`config.mk`:
```
export PLATFORM = sky130hd
export DESIGN_NAME = store_buffer
export DESIGN_NICKNAME = d
export VERILOG_FILES = /design/src/rtl/store_buffer.sv
export SDC_FILE = /design/constraint.sdc
export NUM_CORES = 1
export LEC_CHECK = 0
export CAP_MARGIN = 20
export CORE_UTILIZATION = 33
export CTS_BUF_LIST = sky130_fd_sc_hd__clkbuf_8 sky130_fd_sc_hd__clkbuf_16
export DETAILED_ROUTE_END_ITERATION = 16
export GPL_ROUTABILITY_DRIVEN = 0
export SLEW_MARGIN = 20
export SYNTH_ARGS = -nofsm -noshare
export SYNTH_HDL_FRONTEND = slang
export SYNTH_SLANG_ARGS = --single-unit
```
`constraint.sdc`:
```
create_clock -name clk -period 11.3 [get_ports clk]
set_input_delay 2.26 -clock clk [delete_from_list [all_inputs] [get_ports clk]]
set_output_delay 2.26 -clock clk [all_outputs]
set_load 0.03 [all_outputs]
```
`src/rtl/store_buffer.sv`:
```
// Store buffer: zero-wait stores queued in a FIFO and drained to data memory.
// Optional load bypass of non-matching buffered stores: STORE_BUFFER_LOAD_BYPASS_EN.
module store_buffer #(
  parameter int DEPTH = 4
) (
  input  logic        clk,
  input  logic        reset,
  input  logic [31:0] cpu_addr,
  input  logic [31:0] cpu_write_data,
  input  logic [3:0]  cpu_sign_mask,
  input  logic        cpu_memwrite,
  input  logic        cpu_memread,
  output logic [31:0] cpu_read_data,
  output logic        cpu_stall,
  output logic [31:0] mem_addr,
  output logic [31:0] mem_write_data,
  output logic [3:0]  mem_sign_mask,
  output logic        mem_memwrite,
  output logic        mem_memread,
  input  logic [31:0] mem_read_data,
  input  logic        mem_busy
);

  localparam int PW = (DEPTH > 1) ? $clog2(DEPTH) : 1;
  localparam int CW = PW + 1;

  typedef enum logic [2:0] {
    IDLE, ISSUE_WR, WAIT_WR, ISSUE_RD, WAIT_RD, RESP
  } state_t;

  state_t state, state_nx;

  logic [31:0]   buf_addr [DEPTH];
  logic [31:0]   buf_data [DEPTH];
  logic [3:0]    buf_mask [DEPTH];
  logic [PW-1:0] wr_ptr, rd_ptr;
  logic [CW-1:0] count;

  logic full, push, pop, load_ok;

  assign full = (count == CW'(DEPTH));
  assign pop  = (state == WAIT_WR) && !mem_busy;
  // A full buffer accepts the held store in the same cycle a slot frees.
  assign push = cpu_memwrite && (!full || pop);

  assign cpu_stall = (cpu_memwrite && full && !pop) ||
                     (cpu_memread && (state != RESP));

  assign mem_memwrite = (state == ISSUE_WR);
  assign mem_memread  = (state == ISSUE_RD);

`ifdef STORE_BUFFER_LOAD_BYPASS_EN
  logic          hit;
  logic [PW-1:0] off;

  // Word-address match of the load against every occupied entry.
  always_comb begin
    hit = 1'b0;
    off = '0;
    for (int i = 0; i < DEPTH; i++) begin
      off = PW'(i) - rd_ptr;
      if ((CW'(off) < count) &&
          (buf_addr[i][31:2] == cpu_addr[31:2]))
        hit = 1'b1;
    end
  end

  assign load_ok = cpu_memread && ((count == '0) || !hit);
`else
  assign load_ok = cpu_memread && (count == '0);
`endif

  // Control FSM next state; loads win over drains in IDLE.
  always_comb begin
    state_nx = state;
    unique case (state)
      IDLE: begin
        if (load_ok)
          state_nx = ISSUE_RD;
        else if ((count != '0) && !mem_busy)
          state_nx = ISSUE_WR;
      end
      ISSUE_WR: state_nx = WAIT_WR;
      WAIT_WR:  if (!mem_busy) state_nx = IDLE;
      ISSUE_RD: state_nx = WAIT_RD;
      WAIT_RD:  if (!mem_busy) state_nx = RESP;
      RESP:     state_nx = IDLE;
      default:  state_nx = IDLE;
    endcase
  end

  // State register.
  always_ff @(posedge clk) begin
    if (reset) state <= IDLE;
    else       state <= state_nx;
  end

  // FIFO storage, pointers and occupancy.
  always_ff @(posedge clk) begin
    if (reset) begin
      wr_ptr <= '0;
      rd_ptr <= '0;
      count  <= '0;
    end else begin
      if (push) begin
        buf_addr[wr_ptr] <= cpu_addr;
        buf_data[wr_ptr] <= cpu_write_data;
        buf_mask[wr_ptr] <= cpu_sign_mask;
        wr_ptr <= wr_ptr + 1'b1;
      end
      if (pop) rd_ptr <= rd_ptr + 1'b1;
      count <= count + CW'(push) - CW'(pop);
    end
  end

  // Memory request fields, latched on issue and held afterwards.
  always_ff @(posedge clk) begin
    if (reset) begin
      mem_addr       <= '0;
      mem_write_data <= '0;
      mem_sign_mask  <= '0;
    end else if (state == IDLE && state_nx == ISSUE_WR) begin
      mem_addr       <= buf_addr[rd_ptr];
      mem_write_data <= buf_data[rd_ptr];
      mem_sign_mask  <= buf_mask[rd_ptr];
    end else if (state == IDLE && state_nx == ISSUE_RD) begin
      mem_addr      <= cpu_addr;
      mem_sign_mask <= cpu_sign_mask;
    end
  end

  // Load result captured when the memory read completes.
  always_ff @(posedge clk) begin
    if (reset)
      cpu_read_data <= '0;
    else if (state == WAIT_RD && !mem_busy)
      cpu_read_data <= mem_read_data;
  end

endmodule

```
After elaboration in Yosys (flattened, before gate mapping)
Memories as Yosys holds them, arrays and structs flattened. A register that Yosys moved wholly into a read port is not among the register bits.
Cells that the tools add are included.
{"block": "word_totals", "mem_count": 3, "inputBits": 105, "out_inout_bits": 103, "ram_bits": 272, "elab_cells": 57, "register_bits": 78}
{"block": "classes", "n_eq_ne": 8, "reduce_logical": 19, "n_addsub": 4, "muxes": 16}
{"memory": "buf_addr", "words": 4, "width": 32, "read_ports": 1, "rd_ports_with_merged_regs": 1, "wr": 1, "line": "33", "source": "logic [31:0] buf_addr [DEPTH];"}
{"memory": "buf_data", "words": 4, "width": 32, "read_ports": 1, "rd_ports_with_merged_regs": 1, "wr": 1, "line": "34", "source": "logic [31:0] buf_data [DEPTH];"}
{"memory": "buf_mask", "words": 4, "width": 4, "read_ports": 1, "rd_ports_with_merged_regs": 1, "wr": 1, "line": "35", "source": "logic [3:0] buf_mask [DEPTH];"}
{"cell": "$mux W32", "n": 2}
{"cell": "$pmux W3 S5", "n": 1}
{"cell": "$mux W3", "n": 4}
{"cell": "$logic_and A1 B1 Y1", "n": 10}
{"cell": "$eq A3 B2 Y1 const B", "n": 3}
{"cell": "$mux W2", "n": 4}
{"cell": "$mux W4", "n": 2}
{"cell": "$eq A3 B1 Y1 const B", "n": 2}
{"cell": "$eq A3 B3 Y1 const B", "n": 2}
{"cell": "$logic_not A3 Y1", "n": 2}
{"cell": "$add A2 B1 Y2 const B", "n": 2}
{"cell": "$add A3 B1 Y3", "n": 1}
{"cell": "$logic_not A1 Y1", "n": 3}
{"cell": "$mux W1", "n": 3}
{"cell": "$ne A3 B3 Y1 const B", "n": 1}
{"cell": "$reduce_bool A3 Y1", "n": 1}
{"cell": "$sub A3 B1 Y3", "n": 1}
{"cell": "$logic_or A1 B1 Y1", "n": 2}
{"cell": "$reduce_bool A2 Y1", "n": 1}

Depth between registers and ports, before layout
{"block": "logic_depth", "word_depth": 9, "mapped_depth": 11, "mapped_depth_nobuf": 10}

Least setup slack after synthesis
No wires, ideal clock.
{"block": "synth_path", "kind": "in2reg", "from": "input port mem_busy", "to": "memory buf_addr[1][0], enable pin", "arrival_time_ns": 7.907, "t_required_ns": 10.708, "cell_stages": 3, "path_slack_ns": 2.801, "cell_sequence": "nor4b_2 > o41ai_2 > nor3b_1"}
{"block": "synth_via", "elab_chain_cells": 7}
{"item": "from (decl)", "line": "21", "source": "input logic mem_busy"}
{"item": "$logic_not A1 Y1", "line": "42", "source": "assign pop = (state == WAIT_WR) && !mem_busy;"}
{"item": "$logic_and A1 B1 Y1", "line": "42"}
{"item": "$logic_or A1 B1 Y1", "line": "44", "source": "assign push = cpu_memwrite && (!full || pop);"}
{"item": "$logic_and A1 B1 Y1", "line": "44"}
{"item": "$mux W1", "line": "105", "source": "if (push) begin"}
{"item": "$mux W1", "line": "100", "source": "if (reset) begin"}
{"item": "$mux W1 (implied by the code)", "line": "106", "source": "buf_addr[wr_ptr] <= cpu_addr;"}
{"item": "to (decl)", "line": "33"}
No other way between the ends.

Worst setup path in the final report
{"block": "layout_path", "from": "input port mem_busy", "to": "output port cpu_stall"}
{"block": "layout_via", "elab_chain_cells": 5}
{"item": "$logic_not A1 Y1", "line": "42"}
{"item": "$logic_and A1 B1 Y1", "line": "42"}
{"item": "via pop", "line": "39", "source": "logic full, push, pop, load_ok;"}
{"item": "$logic_not A1 Y1", "line": "46", "source": "assign cpu_stall = (cpu_memwrite && full && !pop) ||"}
{"item": "$logic_and A1 B1 Y1", "line": "46"}
{"item": "$logic_or A1 B1 Y1", "line": "46"}
{"item": "to (decl)", "line": "14", "source": "output logic cpu_stall,"}
The timed path passes the listed nets, and every way through them passes these cells.

==> results.txt <==
----------------------------------------------------
[Synthesis]
  Yosys warnings ... 0
  Synthesized flop and latch total ... 384
  Most numerous cell in the Yosys netlist ... sky130_fd_sc_hd__edfxtp_1
  Number of enable-type register cells in the synthesized netlist ... 272
  Yosys cell types ... 34
  Share of synthesized flip-flops with an asynchronous set or reset ... 0%
  Most used flip-flop cell after synthesis ... sky130_fd_sc_hd__edfxtp_1
  Gate count of the mapped netlist ... 913
  Share of the yosys chip area belonging to registers ... 72.89%
  Top-area cell type share of the netlist area ... 57.19%
  Commonest cells in the netlist ... sky130_fd_sc_hd__edfxtp_1, sky130_fd_sc_hd__nand2_1, sky130_fd_sc_hd__dfxtp_1, sky130_fd_sc_hd__a21oi_1, sky130_fd_sc_hd__mux4_2
  Cell types with the largest area share after synthesis ... sky130_fd_sc_hd__edfxtp_1, sky130_fd_sc_hd__dfxtp_1, sky130_fd_sc_hd__mux4_2
  Synthesized cell area ... 14280 um^2
  Cell type with the largest total area after synthesis ... sky130_fd_sc_hd__edfxtp_1
  Synthesized area divided by synthesized cell count ... 15.64 um^2
  Syn_nets ... 1025

[Clock network]
  Clock net sink count ... 384
  CTS hold repair buffers ... 0
  Maximum buffer depth of the clock tree ... 3
  Deepest level of the CTS H-tree ... 2
  Clock Tree Root ... sky130_fd_sc_hd__clkbuf_16
  Clock latency on the worst-skew pair ... 0.57 ns
  Clock tree from TritonCTS ... yes
  Clock buffer count from CTS ... 43
  Total setup buffers inserted after CTS ... 0
  Count of cells resized by post-cts repair ... 0
  Clock slew seen by the registers of the worst setup and hold paths ... 0.05 ns

[Critical path]
  CP max-delay cell ... sky130_fd_sc_hd__clkdlybuf4s50_1
  Launching point of the worst reg2reg path ... state[2]
  Critical path arrival ... 4.11 ns
  Kind of cell adding the most delay to the critical path ... buffers and inverters
  Register-to-register setup slack ... 8.17 ns
  Required time of the critical path ... 9.04 ns
  Start point of the critical path ... mem_busy
  Crit-path cells ... clkdlybuf4s50_1 > nor4b_2 > nand4b_1 > nand2_1 > clkdlybuf4s50_1
  Cell type with the highest occurrence count on the critical path ... sky130_fd_sc_hd__clkdlybuf4s50_1
  Biggest cell delay along the critical path ... 0.60 ns
  Startpoint Class ... input pin
  Critical path endpoint category ... output port
  CP Max Fanout ... 5
  Worst Path Buf+Inv ... 2
  Class of the most critical setup path ... in -> out

[Route]
  Number of search-and-repair iterations in the first detailed-routing pass ... 5
  Ratio of routed vias to standard cells ... 4.866
  DRC violation total after the first TritonRoute iteration ... 629
  Vias post-DR ... 8413
  Number of nets still failing antenna checks after routing ... 0
  Per-cell routed wire length ... 19.63 um
  Total Wirelength ... 33940 um
  DRC violation count after routing ... 0

[Floorplanning]
  Floorplan die area ... 44120 um^2
  Core Box Area ... 42320 um^2
  Top Ports ... 208
  Initial standard-cell utilization of the core ... 33.75%
  Standard-cell row count ... 75
  Floorplan die width ... 210.0 um
  Die outline height ... 210.0 um

[Timing]
  Final hold violation count ... 0
  Total negative setup slack ... 0 ns
  Unrepaired setup endpoints after global routing ... false
  Final setup vio count ... 0
  Post-layout min period ... 6.374 ns
  Crit share post-route ... 56.41%
  Slew HR ... 26.44%
  Largest clock skew in the final design ... 0.01558 ns
  Slew at the pin with the worst max-slew slack ... 1.091 ns
  Fmax ... 156.9 MHz
  Number of pins with negative max-slew slack in the final report ... 0

[Final layout]
  Core Util, Final ... 43.06%
  Total number of nets in the final design ... 1231
  Area added between synthesis and finish ... 27.59%
  Non-filler instance count after layout ... 1729
  Antenna Cells ... 0
  Ratio of cells with drive above 1 in the final layout ... 13.72%

[Pwr]
  Final Power ... 4191 uW
  Leakage power of the design ... 0.005881 uW
  Areal power density over the cells ... 230.0 nW/um^2
  Peak supply drop ... 0.1940 mV

[Flow run]
  Maxcap violations ... 0

[Place]
  Placed wire-length estimate after detailed placement ... 18870 um
  Post-Place Cells ... 1651
  # port buffers ... 207

[Global routing]
  Via count of the first global-routing pass ... 8597
  Total Routing Usage GR ... 15.60%
  Total congestion overflow ... 0
  Initial antenna violation count ... 1
  Largest net degree at the start of global routing ... 84
  First-pass GRT wire length ... 51860 um

[Worst hold path]
  Path type of the worst min-delay path ... reg -> reg
  Startpoint of the worst hold path ... mem_write_data[13]

[Run status]
  Result of the run ... completed

----------------------------------------------------
worst reg2reg max path: stages, from the launching register on:
cell and delay, ns:
sky130_fd_sc_hd__dfxtp_1 0.57, sky130_fd_sc_hd__nor4b_2 0.17, sky130_fd_sc_hd__o41ai_2 0.89, sky130_fd_sc_hd__ha_1 0.38, sky130_fd_sc_hd__inv_1 0.05, sky130_fd_sc_hd__ha_1 0.13, sky130_fd_sc_hd__inv_1 0.05, sky130_fd_sc_hd__fa_1 0.39
sky130_fd_sc_hd__xor2_1 0.17, sky130_fd_sc_hd__xnor2_1 0.13, sky130_fd_sc_hd__nor2_1 0.05
registers in the layout (all words and copies together) (netlist names), named ones only:
signal and flops:
mem_sign_mask 4, count 3, wr_ptr 2, state 3
buf_data 128, cpu_read_data 32, mem_addr 32, rd_ptr 2
mem_write_data 32, buf_mask 16, buf_addr 128
cells by family after synthesis:
group | after synthesis | synth area share, %
flops | 384 | 72.89
simple gates | 236 | 6.763
fa+ha+maj | 7 | 0.6658
xor+xnor | 5 | 0.3067
compound gates | 143 | 6.185
mux | 69 | 10.79
buf+inv | 69 | 2.400
where the power goes:
| part | leakage (uW) | total [uW] | internal [uW] | switching, uW |
|---|---|---|---|---|
| clock network | 0.000698 | 1290 | 738 | 554 |
| logic | 0.00180 | 1160 | 432 | 730 |
| registers | 0.00338 | 1740 | 1660 | 80.9 |
| total | 0.00588 | 4190 | 2830 | 1360 |
metrics by stage:
stage / area [um^2] / worst slack, ns / hold WS (ns)
after floorplan: 14280 / 2.801 / 0.5175
after global placement: 16920 / 4.975 / 0.4411
after detailed placement: 16920 / 4.932 / 0.4457
after CTS: 18220 / 4.935 / 0.4542
after global routing: 18220 / 4.824 / 0.4696
final: 18220 / 4.926 / 0.4508
metal layers:
| metal | track usage [%] | share of wire (%) | vias to the layer above |
|---|---|---|---|
| met5 | 0 | 0.038 | - |
| met4 | 5.235 | 2.1 | 2 |
| met3 | 3.725 | 6.2 | 56 |
| met2 | 24.31 | 46 | 249 |
| met1 | 21.43 | 46 | 4243 |
| li1 | - | - | 3863 |
cell usage in the layout, fill, tap and decap left out, types with 5 or more instances in the layout:
cell type	synthesis	layout
sky130_fd_sc_hd__clkbuf_16	0	43
sky130_fd_sc_hd__a311oi_1	36	36
sky130_fd_sc_hd__nor2_1	13	13
sky130_fd_sc_hd__mux4_2	68	68
sky130_fd_sc_hd__nand2_1	204	204
sky130_fd_sc_hd__dfxtp_1	112	108
sky130_fd_sc_hd__nor3b_2	1	5
sky130_fd_sc_hd__clkinv_1	0	5
sky130_fd_sc_hd__clkdlybuf4s50_1	0	206
sky130_fd_sc_hd__a21oi_1	102	102
sky130_fd_sc_hd__ha_1	6	6
sky130_fd_sc_hd__edfxtp_1	272	272
sky130_fd_sc_hd__buf_4	10	18
sky130_fd_sc_hd__inv_1	6	25
layout make-up:
class                   instances  area (um^2)
clock buffers                  43         1076
clock inverters                35        222.7
fillers                      3784        24100
inverters                       6        22.52
multi-input cells             460         3567
flip-flops and latches        384        10420
well taps                     577        721.9
repair buffers                224         2197
final timing paths:
path,depth (start not counted),endpoint
min reg2reg,2,mem_write_data[13]
min,2,mem_write_data[13]
max,5,cpu_stall
max reg2reg,10,count[2]
Power figures use the tool's default switching activity.
